### src/rtl/fir_sample_sequencer.sv
// rtl/fir_sample_sequencer.sv - per-sample FIR shift/MAC sequencer with saturated output
// Optional define FIR_ROUND_EN: round-half-up each tap product instead of truncating.
module fir_sample_sequencer #(
  parameter int DATA_W = 16,
  parameter int TAPS   = 4
) (
  input  logic                     clk,
  input  logic                     n_rst,
  input  logic                     data_ready,
  input  logic [DATA_W-1:0]        sample_data,
  input  logic [TAPS*DATA_W-1:0]   coeffs,
  input  logic                     load_coeff,
  output logic                     modwait,
  output logic [DATA_W-1:0]        fir_out,
  output logic                     cnt_up,
  output logic                     clear,
  output logic                     err
);

  localparam int IDX_W  = $clog2(TAPS);
  localparam int ACC_W  = DATA_W + $clog2(TAPS) + 1;
  localparam int PROD_W = 2 * DATA_W;
  localparam logic [PROD_W-1:0] HALF_LSB = PROD_W'(1) << (DATA_W - 1);

  typedef enum logic [1:0] {IDLE, SHIFT, MAC, DONE} state_t;

  state_t                    state_q, state_d;
  logic [IDX_W-1:0]          idx_q, idx_d;
  logic [DATA_W-1:0]         dly_q [TAPS];
  logic [DATA_W-1:0]         dly_d [TAPS];
  logic [DATA_W-1:0]         smp_q, smp_d;
  logic signed [ACC_W-1:0]   acc_q, acc_d;
  logic                      ovr_q, ovr_d;
  logic [DATA_W-1:0]         fir_out_q, fir_out_d;
  logic                      err_q, err_d;
  logic                      clear_q, clear_d;

  logic                      last_tap;
  logic [DATA_W-1:0]         coef;
  logic [PROD_W-1:0]         prod, prod_r;
  logic [DATA_W-1:0]         term;
  logic signed [ACC_W-1:0]   term_ext, acc_sum;
  logic                      sat_lo, sat_hi;
  logic [DATA_W-1:0]         sat_val;

  assign last_tap = (idx_q == IDX_W'(TAPS - 1));

  always_ff @(posedge clk) begin
    if (!n_rst) begin
      state_q   <= IDLE;
      idx_q     <= '0;
      for (int i = 0; i < TAPS; i++) dly_q[i] <= '0;
      smp_q     <= '0;
      acc_q     <= '0;
      ovr_q     <= 1'b0;
      fir_out_q <= '0;
      err_q     <= 1'b0;
      clear_q   <= 1'b0;
    end else begin
      state_q   <= state_d;
      idx_q     <= idx_d;
      dly_q     <= dly_d;
      smp_q     <= smp_d;
      acc_q     <= acc_d;
      ovr_q     <= ovr_d;
      fir_out_q <= fir_out_d;
      err_q     <= err_d;
      clear_q   <= clear_d;
    end
  end

  always_comb begin
    state_d = state_q;
    idx_d   = idx_q;
    case (state_q)
      IDLE, DONE: begin
        if (load_coeff)      state_d = IDLE;
        else if (data_ready) state_d = SHIFT;
        else                 state_d = IDLE;
      end
      SHIFT: begin
        state_d = MAC;
        idx_d   = '0;
      end
      MAC: begin
        if (last_tap) state_d = DONE;
        else          idx_d   = idx_q + 1'b1;
      end
      default: state_d = IDLE;
    endcase
  end

  // Product is at most (2^W-1)^2 + 2^(W-1), so rounding cannot carry out of PROD_W.
  always_comb begin
    coef = coeffs[idx_q*DATA_W +: DATA_W];
    prod = PROD_W'(dly_q[idx_q]) * PROD_W'(coef);
`ifdef FIR_ROUND_EN
    prod_r = prod + HALF_LSB;
`else
    prod_r = prod;
`endif
    term     = DATA_W'(prod_r >> DATA_W);
    term_ext = signed'({{(ACC_W-DATA_W){1'b0}}, term});
    acc_sum  = idx_q[0] ? (acc_q - term_ext) : (acc_q + term_ext);
    sat_lo   = acc_sum[ACC_W-1];
    sat_hi   = !sat_lo && (|acc_sum[ACC_W-2:DATA_W]);
    if (sat_lo)      sat_val = '0;
    else if (sat_hi) sat_val = '1;
    else             sat_val = acc_sum[DATA_W-1:0];
  end

  always_comb begin
    dly_d     = dly_q;
    smp_d     = smp_q;
    acc_d     = acc_q;
    ovr_d     = ovr_q;
    fir_out_d = fir_out_q;
    err_d     = err_q;
    clear_d   = 1'b0;
    case (state_q)
      IDLE, DONE: begin
        if (load_coeff) begin
          for (int i = 0; i < TAPS; i++) dly_d[i] = '0;
          clear_d = 1'b1;
        end else if (data_ready) begin
          smp_d = sample_data;
          acc_d = '0;
          ovr_d = 1'b0;
        end
      end
      SHIFT: begin
        dly_d[0] = smp_q;
        for (int i = 1; i < TAPS; i++) dly_d[i] = dly_q[i-1];
        ovr_d = ovr_q | data_ready;
      end
      MAC: begin
        ovr_d = ovr_q | data_ready;
        acc_d = acc_sum;
        if (last_tap) begin
          fir_out_d = sat_val;
          err_d     = sat_lo | sat_hi | ovr_d;
        end
      end
      default: ;
    endcase
  end

  always_comb begin
    modwait = (state_q == SHIFT) || (state_q == MAC);
    cnt_up  = (state_q == DONE);
    fir_out = fir_out_q;
    clear   = clear_q;
    err     = err_q;
  end

endmodule

### config.mk
export PLATFORM = sky130hd
export DESIGN_NAME = fir_sample_sequencer
export DESIGN_NICKNAME = d
export VERILOG_FILES = /design/src/rtl/fir_sample_sequencer.sv
export SDC_FILE = /design/constraint.sdc
export NUM_CORES = 1
export LEC_CHECK = 0
export ABC_CLOCK_PERIOD_IN_PS = 12150
export CORE_MARGIN = 4
export CORE_UTILIZATION = 55
export CTS_CLUSTER_SIZE = 40
export DETAILED_ROUTE_END_ITERATION = 16
export DONT_BUFFER_PORTS = 1
export PLACE_DENSITY = 0.72
export SYNTH_ARGS = -nofsm -noshare
export SYNTH_HDL_FRONTEND = slang
export SYNTH_SLANG_ARGS = --single-unit
### constraint.sdc
create_clock -name clk -period 12.15 [get_ports clk]
set_input_delay 2.43 -clock clk [delete_from_list [all_inputs] [get_ports clk]]
set_output_delay 2.43 -clock clk [all_outputs]
set_load 0.01 [all_outputs]
==> run_results.csv <==
group,metric,value,unit
floorplan,dieWidth,173.7,um
synth,ys_ff_latch,122,
sta,relSlewSlack,22.05,%
floorplan,ios,104,
synth,syn_area,15110,um^2
route,drt_iter0_drc,803,
synth,async_flop_share,0,%
clock_tree,clk_latency,410,ps
synth,yosysUniqueCellTypes,65,
synth,synth_area_leaders,"fa_1 (26%), dfxtp_1 (16%), ha_1 (10%)",
floorplan,die-area,30190,um^2
final_layout,nNetsFinal,2047,
pwr,seqPwrFrac,18.5,%
synth,syn_inst,1710,
pwr,p_switching,0.001192,W
pwr,power_density,155.9,nW/um^2
sta,clock_skew,7.279,ps
route,drc,0,
final_layout,fin_cells,1998,
placed_design,post-place-cells,1966,
route,drt_first_pass_iters,8,
synth,synth_nets,2112,
global_route,grt_pass1_wl,61.04,mm
clock_tree,numCtsBuffers,17,
placed_design,place_congestion,0.8793,
sta,report.final.hold_viol_count,0,
clock_tree,clk_pin_slew_worst_paths,60,ps
sta,tightest_slew,1169,ps
sta,fmax,0.08683,GHz
clock_tree,cts_buffer_depth,2,
floorplan,fp.dieH,173.7,um
final_layout,layout_common_cells,"nand2_1 (274), inv_1 (207), fa_1 (194)",
synth,synth.top_cell.area_share,25.70,%
sta,setup-tns-final,0,ps
global_route,antenna_found_initial,0,
synth,yosysTopAreaCell,"fa_1",
global_route,met1_usage,32.66,%
placed_design,hpwl,26.73,mm
critical_path,critical_path_required,12440,ps
pwr,peakVddDrop,0.0002769,V
critical_path,critPathKind,"in -> reg",
final_layout,fill_cells,2370,
pwr,netSwitchingFraction,48.07,%
floorplan,initial_core_util,55.91,%
synth,synth_ff_type,"dfxtp_1",
sta,finalCritPeriodShare,94.78,%
synth,ys.warnings.count,0,
route,vias_per_cell,5.858,
pwr,intPower,0.001287,W
sta,drv_slew,0,
synth,synth_edf_count,0,
sta,min_period,11520,ps
flow_run,maxCapViolCount,0,
critical_path,startpoint_type,"input port",
final_layout,fin_area,15900,um^2
placed_design,dpl_cell_area,15280,um^2
pwr,leakage,7.066,nW
pwr,combinationalPowerShare,61.0,%
global_route,use_met2,41.40,%
global_route,grt_use_total,24.22,%
clock_tree,cts_tree,"yes",
clock_tree,cts_root_buffer,"clkbuf_16",
critical_path,r2r-start,"idx_q[1]$_SDFFE_PN0P_",
critical_path,cp.arrival,11800,ps
final_layout,final_common_cell,"nand2_1",
synth,synth_area_per_cell,8.836,um^2
floorplan,num_rows,60,
critical_path,crit_path_end_kind,"flop",
critical_path,slowest_delay,640,ps
final_layout,area_growth,5.242,%
clock_tree,cts_hold_buffers,0,
sta,rsz0062_at_grt,"no",
global_route,grt-ovfl-total,0,
route,wirelength,35.52,mm
synth,ys_seq_area_share,16.16,%
clock_tree,htree_num_levels,4,
run_status,run_status,"complete, no violations",
critical_path,critPathMaxFanout,29,
route,wl_per_cell,17.78,um
critical_path,crit_start,"coeffs[54]",
route,vias,11700,
final_layout,drive_gt1_share,5.613,%
clock_tree,clock-sinks,122,
placed_design,port_buffers,0,
route,ant_nets,0,
critical_path,crit_top_cell,"fa_1",
global_route,grt_pass1_vias,12280,
global_route,busiest_layer,"met2",
sta,setup_viol,0,
worst_hold_path,min-delay-start,"dly_q[3]$_SDFFE_PN0P_",
floorplan,core-area,27030,um^2
worst_hold_path,hold_class,"reg -> reg",
global_route,grt_max_degree,111,
final_layout,diodes,0,
pwr,pwr-share-clk,20.6,%
critical_path,critPathSlowestCell,"mux4_2",
global_route,use_met3,3.468,%
[metrics by stage]
step                setup slack, ps  util (%)  hold slack (ps)  total power (W)
floorplan                     169.4         -            437.8         0.001581
global route                  7.545     58.84            477.5         0.002652
finish                        633.8     58.84            460.5         0.002479
CTS                           583.4     58.75            461.7         0.002463
detailed placement            205.4     56.55            453.5         0.001944
global placement              383.9     56.55            446.1         0.001926
[registers in the layout, indices dropped and copies added (netlist names)]
register and count:
idx_q 2, fir_out 16, err 1, acc_q 19, clear 1, ovr_q 1
state_q 2, smp_q 16, dly_q 64
[area by class of cell]
class / instances / area, um^2 / share of cell area (%)
well taps: 341 / 426.7 / 2.683
multi-input cells: 1283 / 11540 / 72.59
flip-flops and latches: 122 / 2445 / 15.37
clock buffers: 17 / 425.4 / 2.675
inverters: 208 / 780.7 / 4.910
repair buffers: 13 / 110.1 / 0.6924
clock inverters: 14 / 171.4 / 1.078
[final timing paths]
check,endpoint,cells after the start,slack (ps)
worst max-delay path,fir_out[1]$_SDFFE_PN0P_,37,630
worst min-delay path,dly_q[3]$_SDFFE_PN0P_,2,460
worst max register to register,fir_out[1]$_SDFFE_PN0P_,37,1330
worst min register to register,dly_q[3]$_SDFFE_PN0P_,2,460
[kinds of logic (layout without fill, tap and decap cells)]
| logic type | count (synthesis) | after routing | synth area share, % |
|---|---|---|---|
| compound gates | 294 | 294 | 13.72 |
| xor+xnor | 42 | 42 | 2.435 |
| fa+ha+maj | 318 | 318 | 35.97 |
| buf+inv | 305 | 252 | 7.610 |
| flops | 122 | 122 | 16.16 |
| mux | 37 | 37 | 5.134 |
| simple gates | 592 | 592 | 18.96 |
[worst max-delay path, delay by kind of cell]
family,cells,cell delay [ps]
fa+ha+maj,9,3830
xor+xnor,2,320
compound gates,14,2870
mux,1,640
simple gates,5,990
buf+inv,6,720
[cell usage after synthesis, types with 9 or more instances]
cell type and count:
a21boi_0 83, and2_1 149, a21oi_1 55, mux4_2 32, ha_1 124, nor3_1 15, fa_1 194, clkbuf_1 80
xor2_1 20, a21o_1 14, nor2_1 26, a221o_1 13, nor2b_1 12, and3_1 9, inv_1 207, buf_1 15
dfxtp_1 122, nand2_1 275, o21ai_0 41, xnor2_1 22, nand3_1 74, a211oi_1 20
[what timing repair did]
item / CTS / global route
buffers inserted: 0 / 1
gates resized for setup: 0 / 1
setup endpoints to repair: 0 / 11
endpoints found under the hold margin: 0 / 0
[per-layer routing]
layer,vias up,routed length [um]
met5,-,0
li1,5515,-
met4,0,592
met2,329,17500
met3,44,1802
met1,5816,15630
[power by group through the flow]
| stage | combinational [W] | sequential, W | clock (W) |
|---|---|---|---|
| finish | 0.00151 | 0.000457 | 0.000510 |
| global placement | 0.00146 | 0.000465 | 0 |
| CTS | 0.00149 | 0.000458 | 0.000517 |
| detailed placement | 0.00148 | 0.000466 | 0 |
| global route | 0.00165 | 0.000462 | 0.000535 |
| floorplan | 0.00113 | 0.000452 | 0 |
Note: power is estimated with default switching activity, not from simulation.
